### src/rtl/srl_pkg.sv
// Shared helpers for the SRL-based FIFO slice.
package srl_pkg;

    // Ceiling log2 with a floor of 1, so that vectors are never zero-width.
    function automatic int clog2(input int n);
        int r;
        int v;
        r = 0;
        v = n - 1;
        while (v > 0) begin
            r = r + 1;
            v = v >> 1;
        end
        return (r == 0) ? 1 : r;
    endfunction

endpackage

### src/rtl/srl_fifo_srl_bank.sv
// WIDTH x DEPTH addressable shift register: shifts in at entry 0, reads at A.
module srl_bank
    import srl_pkg::*;
#(
    parameter int WIDTH = 8,
    parameter int DEPTH = 16
) (
    input  logic                      CLK,
    input  logic                      CE,
    input  logic [clog2(DEPTH)-1:0]   A,
    input  logic [WIDTH-1:0]          D,
    output logic [WIDTH-1:0]          Q
);

    // No reset so the array maps onto SRL primitives; zero at power-up.
    logic [WIDTH-1:0] mem [DEPTH] = '{default: '0};

    // Shift the whole chain by one entry on each enabled edge.
    always_ff @(posedge CLK) begin
        if (CE) begin
            mem[0] <= D;
            for (int unsigned i = 1; i < DEPTH; i++) begin
                mem[i] <= mem[i-1];
            end
        end
    end

    assign Q = mem[A];

endmodule

### src/rtl/srl_fifo.sv
// First-word-fall-through FIFO on an addressable shift register,
// with an optional registered output stage (OREG=1 adds one skid entry).
module srl_fifo
    import srl_pkg::*;
#(
    parameter int WIDTH    = 8,
    parameter int DEPTH    = 16,
    parameter int AF_LEVEL = DEPTH - 2,
    parameter int OREG     = 0
) (
    input  logic                      CLK,
    input  logic                      RST_N,
    input  logic                      S_VALID,
    output logic                      S_READY,
    input  logic [WIDTH-1:0]          S_DATA,
    output logic                      M_VALID,
    input  logic                      M_READY,
    output logic [WIDTH-1:0]          M_DATA,
    output logic [clog2(DEPTH+2)-1:0] LEVEL,
    output logic                      ALMOST_FULL
);

    localparam int LVL_W = clog2(DEPTH + 2);
    localparam int CNT_W = clog2(DEPTH + 1);
    localparam int AW    = clog2(DEPTH);
    localparam bit USE_OREG = (OREG != 0);

    if (DEPTH < 2) begin : g_bad_depth
        $error("srl_fifo: DEPTH must be at least 2");
    end
    if (AF_LEVEL < 1 || AF_LEVEL > DEPTH) begin : g_bad_af
        $error("srl_fifo: AF_LEVEL must be within 1..DEPTH");
    end

    logic [CNT_W-1:0] count;
    logic [CNT_W-1:0] count_nxt;
    logic             oval;
    logic             oval_nxt;
    logic [WIDTH-1:0] odata = '0;
    logic [WIDTH-1:0] q;
    logic [AW-1:0]    rd_addr;
    logic [LVL_W-1:0] lvl_nxt;
    logic             af;
    logic             push;
    logic             pop;
    logic             load;
    logic             ce;

    assign S_READY     = (count != CNT_W'(DEPTH));
    assign M_VALID     = USE_OREG ? oval : (count != '0);
    assign M_DATA      = USE_OREG ? odata : q;
    assign LEVEL       = LVL_W'(count) + LVL_W'(oval);
    assign ALMOST_FULL = af;

    // Pushes presented during reset must not disturb storage.
    assign ce = push && RST_N;

    srl_bank #(
        .WIDTH (WIDTH),
        .DEPTH (DEPTH)
    ) u_bank (
        .CLK (CLK),
        .CE  (ce),
        .A   (rd_addr),
        .D   (S_DATA),
        .Q   (q)
    );

    // Handshakes, read address and next-state occupancy.
    always_comb begin
        push      = S_VALID && S_READY;
        pop       = 1'b0;
        load      = 1'b0;
        oval_nxt  = 1'b0;
        rd_addr   = (count == '0) ? '0 : AW'(count - CNT_W'(1));
        count_nxt = count;
        if (USE_OREG) begin
            // Head leaves storage when the output register is free or draining.
            load      = (count != '0) && (!oval || M_READY);
            pop       = oval && M_READY;
            oval_nxt  = load ? 1'b1 : (pop ? 1'b0 : oval);
            count_nxt = count + CNT_W'(push) - CNT_W'(load);
        end else begin
            pop       = (count != '0) && M_READY;
            count_nxt = count + CNT_W'(push) - CNT_W'(pop);
        end
        lvl_nxt = LVL_W'(count_nxt) + LVL_W'(oval_nxt);
    end

    // Occupancy, output-valid flag and registered almost-full.
    always_ff @(posedge CLK) begin
        if (!RST_N) begin
            count <= '0;
            oval  <= 1'b0;
            af    <= 1'b0;
        end else begin
            count <= count_nxt;
            oval  <= oval_nxt;
            af    <= (lvl_nxt >= LVL_W'(AF_LEVEL));
        end
    end

    // Output data register; no reset, only qualified by oval.
    always_ff @(posedge CLK) begin
        if (load) begin
            odata <= q;
        end
    end

    a_count_range: assert property (@(posedge CLK) disable iff (!RST_N)
        count <= CNT_W'(DEPTH));

endmodule

### config.mk
export PLATFORM = sky130hd
export DESIGN_NAME = srl_fifo
export DESIGN_NICKNAME = d
export VERILOG_FILES = /design/src/rtl/srl_pkg.sv /design/src/rtl/srl_fifo_srl_bank.sv /design/src/rtl/srl_fifo.sv
export SDC_FILE = /design/constraint.sdc
export NUM_CORES = 1
export LEC_CHECK = 0
export CAP_MARGIN = 20
export CELL_PAD_IN_SITES_DETAIL_PLACEMENT = 0
export CELL_PAD_IN_SITES_GLOBAL_PLACEMENT = 1
export CORE_MARGIN = 2
export CORE_UTILIZATION = 40
export CTS_BUF_LIST = sky130_fd_sc_hd__clkbuf_4
export CTS_CLUSTER_DIAMETER = 50
export DETAILED_ROUTE_END_ITERATION = 7
export GPL_TIMING_DRIVEN = 1
export PLACE_DENSITY = 0.73
export SLEW_MARGIN = 20
export SYNTH_ARGS = -nofsm -noshare
export SYNTH_HDL_FRONTEND = slang
export SYNTH_SLANG_ARGS = --single-unit
### constraint.sdc
create_clock -name CLK -period 5.4 [get_ports CLK]
set_clock_uncertainty 0.2 [all_clocks]
set_input_delay 0.81 -clock CLK [delete_from_list [all_inputs] [get_ports CLK]]
set_output_delay 0.81 -clock CLK [all_outputs]
set_load 0.05 [all_outputs]
# After elaboration in Yosys (flattened, before gate mapping)
# Memories as Yosys holds them, arrays and structs flattened.
# Index checks and enable logic that the tools add are counted.
dict set report totals {
  word_cells 16
  output_inout_bits 16
  input_bits 12
  regBits 6
  n_memories 1
  ram_bits 128
}
dict set report classes {
  add_sub_neg 3
  reduce_logical 5
  order_cmp 1
  n_eq_ne 1
  muxes 3
}
# memory depth width read_ports rd_clocked_by_memory_dff write_ports line_no
set memory_table {}
lappend memory_table {u_bank.mem 16 8 16 0 16 srl_fifo_srl_bank.sv:16} ;# logic [WIDTH-1:0] mem [DEPTH] = '{default: '0};
# op count
set op_table {}
lappend op_table {{$add A5 B1 Y5} 1}
lappend op_table {{$ge A5 B4 Y1 const B} 1}
lappend op_table {{$logic_not A5 Y1} 1}
lappend op_table {{$ne A5 B5 Y1 const B} 1}
lappend op_table {{$reduce_bool A5 Y1} 1}
lappend op_table {{$sub A5 B1 Y5} 1}
lappend op_table {{$mux W4} 1}
lappend op_table {{$sub A4 B1 Y4 const B} 1}
lappend op_table {{$logic_and A1 B1 Y1} 3}
lappend op_table {{$mux W1} 2}

# Depth between registers and ports, before layout
dict set report depth {
  ltp_word 5
  ltp_mapped 16
  mapped_depth_nobuf 14
}

# Modules after synthesis
# From an unflattened synthesis, not the netlist that was laid out.
dict set report unflattened {
  hier_cells 253
  area_unflattened_um2 5345.1
}
# mod n_inst cells_per_inst area_per_inst_um2 seq_area_each_um2
set by_module_without_submodules {}
lappend by_module_without_submodules {srl_bank 1 198 4877.2 3843.7}
lappend by_module_without_submodules {srl_fifo 1 55 467.9 120.1}

# Least setup slack after synthesis
# No wires, ideal clock.
dict set report synth_timing {
  path_type {flip-flop to flip-flop}
  from {register count[0]}
  to {memory u_bank.mem[0][0] (enable)}
  path_stages_with_launch 6
  setup_time_ps 503
  path_slack_ps -45
  synth_period_minus_slack_ps 5445
  t_arrival_ps 4741
  path_cell_list {dfxtp_1 -> buf_2 -> inv_2 -> ha_1 -> nand3_1 -> and3_1}
}
# item line_no
set synth_lines {}
lappend synth_lines {{from (decl)} srl_fifo.sv:35} ;# logic [CNT_W-1:0] count;
lappend synth_lines {{from (signal assigned)} srl_fifo.sv:97} ;# count <= count_nxt;
lappend synth_lines {{to (decl)} srl_fifo_srl_bank.sv:16}

# Worst setup path in the final report
dict set report layout_timing {
  from {register count[1]}
  to {output M_DATA[0]}
}
dict set report layout_between {
  elab_chain_len 3
}
# item line_no
set layout_rtl {}
lappend layout_rtl {{$sub A4 B1 Y4 / $logic_not A5 Y1 (equally long branches)} srl_fifo.sv:75} ;# rd_addr = (count == '0) ? '0 : AW'(count - CNT_W'(1));
lappend layout_rtl {{$mux W4 (*)} srl_fifo.sv:75}
lappend layout_rtl {{$mem_v2 Z16 W8 (*)} n/a}
lappend layout_rtl {{to (decl)} srl_fifo.sv:18} ;# output logic [WIDTH-1:0] M_DATA,
# Mark *: on every way between the ends. The rest lies on a longest branch, timed or not.

==> tab_implementation.tex <==
\begin{tabular}{lr}
\hline
Metric & Value \\
\hline
\multicolumn{2}{l}{\textbf{Run status}} \\
Status & completed \\
\multicolumn{2}{l}{\textbf{Clocking}} \\
Root Buffer Master & sky130\_fd\_sc\_hd\_\_clkbuf\_4 \\
Post-CTS setup buffer count & 0 \\
Post-CTS clock slew at the launch and capture registers of the worst setup and hold paths & 0.12 ns \\
Source-to-sink clock delay at the later pin of the worst-skew pair & 0.52 ns \\
\# resized after CTS & 0 \\
CTS H-Tree Depth & 4 \\
Maximum number of buffers from clock root to sink & 2 \\
TritonCTS sink count & 134 \\
Quantity of hold-fixing buffers added after cts & 0 \\
Clock tree from TritonCTS & built \\
Number of clock buffers inserted by TritonCTS & 17 \\
\multicolumn{2}{l}{\textbf{Finish}} \\
Post-synthesis to final-layout area growth & 10.9\% \\
Number of nets in the final layout & 440 \\
Most frequent cells in the layout & sky130\_fd\_sc\_hd\_\_edfxtp\_1, sky130\_fd\_sc\_hd\_\_inv\_1, sky130\_fd\_sc\_hd\_\_o21ai\_0, sky130\_fd\_sc\_hd\_\_a22oi\_1, sky130\_fd\_sc\_hd\_\_a211oi\_1 \\
Leading cell type in the layout, fill and taps excluded & sky130\_fd\_sc\_hd\_\_edfxtp\_1 \\
Non-Filler Cell Area, Final & 6310 sq um \\
Post-route insts no fill & 612 \\
Layout cell share with drive strength beyond 1 & around 10\% \\
\multicolumn{2}{l}{\textbf{Floorplanning}} \\
Die Y & 123 microns \\
Total die area & 15200 sq um \\
Placeable core region & 13900 sq um \\
Standard-cell row count & 43 \\
Ports & 28 \\
Die W & between 100 and 150 microns \\
Initial core utilization & 41.0\% \\
\multicolumn{2}{l}{\textbf{Placed design}} \\
Number of input and output port buffers inserted & 27 \\
Placed cells & 579 \\
Cell area after placement & 6080 sq um \\
HPWL after DPL & a little under 6000 microns \\
Final GP Congestion & 0.740 \\
\multicolumn{2}{l}{\textbf{Timing}} \\
Max-slew headroom & 32.7\% \\
Final total negative setup slack & 0 ns \\
Transition time at the pin with the least slew margin & 0.990 ns \\
Number of failing hold endpoints at the final stage & 0 \\
Time the final worst path needs with I/O delays and setup & $\sim$4.7 ns \\
RSZ-0062 raised after global routing & false \\
Achievable frequency & 213 MHz \\
Period utilisation layout & 86.8\% \\
Setup violators final & 0 \\
Pins Over Slew Limit & 0 \\
\multicolumn{2}{l}{\textbf{Worst hold path}} \\
Min-Delay Path Class & reg -> reg \\
\multicolumn{2}{l}{\textbf{Critical path}} \\
Data arrival at the endpoint of the critical path & 3.67 ns \\
Critical path class & reg -> out \\
Worst Setup Start Kind & register \\
Required time of the critical path & 4.39 ns \\
Nature of the critical path endpoint & primary output \\
Crit Path Max Fanout & 35 \\
\multicolumn{2}{l}{\textbf{Drt}} \\
Routed wirelength normalized by instance count & 17.3 microns \\
Total DRC errors in the routed layout & 0 \\
Count of TritonRoute iterations in the first routing pass & 5 \\
Detailed-route vias per instance & 5.24 \\
Vias after detailed routing & 3205 \\
Post-detailed-route count of antenna-violating nets & 0 \\
Total Wirelength & 10600 microns \\
1st-iter DRT viols & 230 \\
\multicolumn{2}{l}{\textbf{Synthesis}} \\
Number of different library cells in the post-synthesis netlist & 36 \\
Average instance area after synthesis & 14.6 sq um \\
Net count after synthesis & 413 \\
Summed instance area of the synthesized netlist & 5700 sq um \\
Post-synthesis sequential area ratio & roughly 70\% \\
Synthesized flop and latch total & 134 \\
Yosys warning total & 0 \\
Number of instances in the synthesized netlist & 391 \\
\multicolumn{2}{l}{\textbf{Global routing}} \\
Pin count of the biggest net entering global routing & 83 \\
Wire length of the first global-routing pass & 16800 microns \\
Global-route usage over all layers & 14.8\% \\
Vias in the first global route & 3126 \\
Grt ovf & 0 \\
Number of antenna violations at the first check in global routing & 1 \\
\multicolumn{2}{l}{\textbf{Flow run}} \\
Count of max-cap constraint violations & 0 \\
\hline
\end{tabular}
==> routing by layer <==
layer / wire [microns] / up-vias / global-route usage, %
li1: - / 1560 / -
met1: 5220 / 1584 / 21.0
met2: 4890 / 49 / 21.7
met3: 339 / 12 / 3.83
met4: 132 / 0 / 5.47
met5: 0 / - / 0
==> worst max-delay path: stages, from the launching register on <==
cell	delay [ns]
sky130_fd_sc_hd__dfxtp_1	0.34
sky130_fd_sc_hd__inv_1	0.18
sky130_fd_sc_hd__ha_1	0.27
sky130_fd_sc_hd__nand2_1	0.12
sky130_fd_sc_hd__nor2_4	0.16
sky130_fd_sc_hd__inv_4	0.18
sky130_fd_sc_hd__nand2_4	0.37
sky130_fd_sc_hd__a22oi_1	0.16
sky130_fd_sc_hd__a211oi_1	0.34
sky130_fd_sc_hd__o32a_1	0.23
sky130_fd_sc_hd__clkdlybuf4s50_1	0.80
==> cell families after synthesis <==
logic type	share of synthesized area, %
and+or+nand+nor	4.26
muxes	3.25
xor gates and xnor gates	0.769
adders and majority gates	2.33
DFF	69.6
AOI/OAI and AO/OA	14.4
buffers and inverters	5.40
==> through the flow <==
step           hold slack, ns  util [%]  setup WS, ns
2_1_floorplan           0.218         -          1.41
3_3_place_gp            0.225      43.8          1.29
3_5_place_dp            0.230      43.8          1.23
4_1_cts                 0.245      45.5         0.650
5_1_grt                 0.264      45.5         0.412
6_report                0.242      45.5         0.715
==> flip-flops by register name, indices dropped and copies added, names as in the netlist <==
signal       flops
count            5
u_bank.mem     128
ALMOST_FULL      1
==> cell type report <==
class                           count  area, sq um
Antenna cell                        1         2.50
Clock buffer                       18          135
Clock inverter                     14         92.6
Fill cell                        1285         7570
Inverter                           41          156
Multi-Input combinational cell    192         1430
Sequential cell                   134         3970
Tap cell                          180          225
Timing Repair Buffer               32          308
==> synthesized netlist by cell type, drive strengths merged <==
cell / count / share of area [%]
nor2: 5 / 0.55
a21boi: 1 / 0.13
xor2: 1 / 0.15
o32a: 8 / 1.4
nand3: 1 / 0.088
nand2: 4 / 0.40
o31ai: 8 / 1.1
a22oi: 32 / 4.2
dfxtp: 6 / 2.1
nor2b: 17 / 1.9
xnor2: 4 / 0.62
ha: 9 / 2.0
buf: 15 / 2.1
clkbuf: 9 / 0.59
edfxtp: 128 / 67
o2bb2ai: 1 / 0.15
fa: 1 / 0.35
and3: 1 / 0.11
o21ai: 33 / 2.9
and2: 5 / 0.55
mux2: 1 / 0.20
inv: 41 / 2.7
a21oi: 2 / 0.18
nor3: 8 / 0.70
a211oi: 32 / 4.2
o21bai: 1 / 0.13
mux2i: 17 / 3.1
==> worst paths after layout <==
path | endpoint | startpoint | depth (start not counted) | slack [ns]
max | M_DATA[0] | count[1] | 10 | 0.72
min | u_bank.mem[14][2] | u_bank.mem[13][2] | 0 | 0.24
max reg2reg | count[4] | count[1] | 14 | 2.15
min reg2reg | u_bank.mem[14][2] | u_bank.mem[13][2] | 0 | 0.24
Power is not shown: default switching activity piles up to over one toggle a cycle in this logic, so the estimate is an artifact.
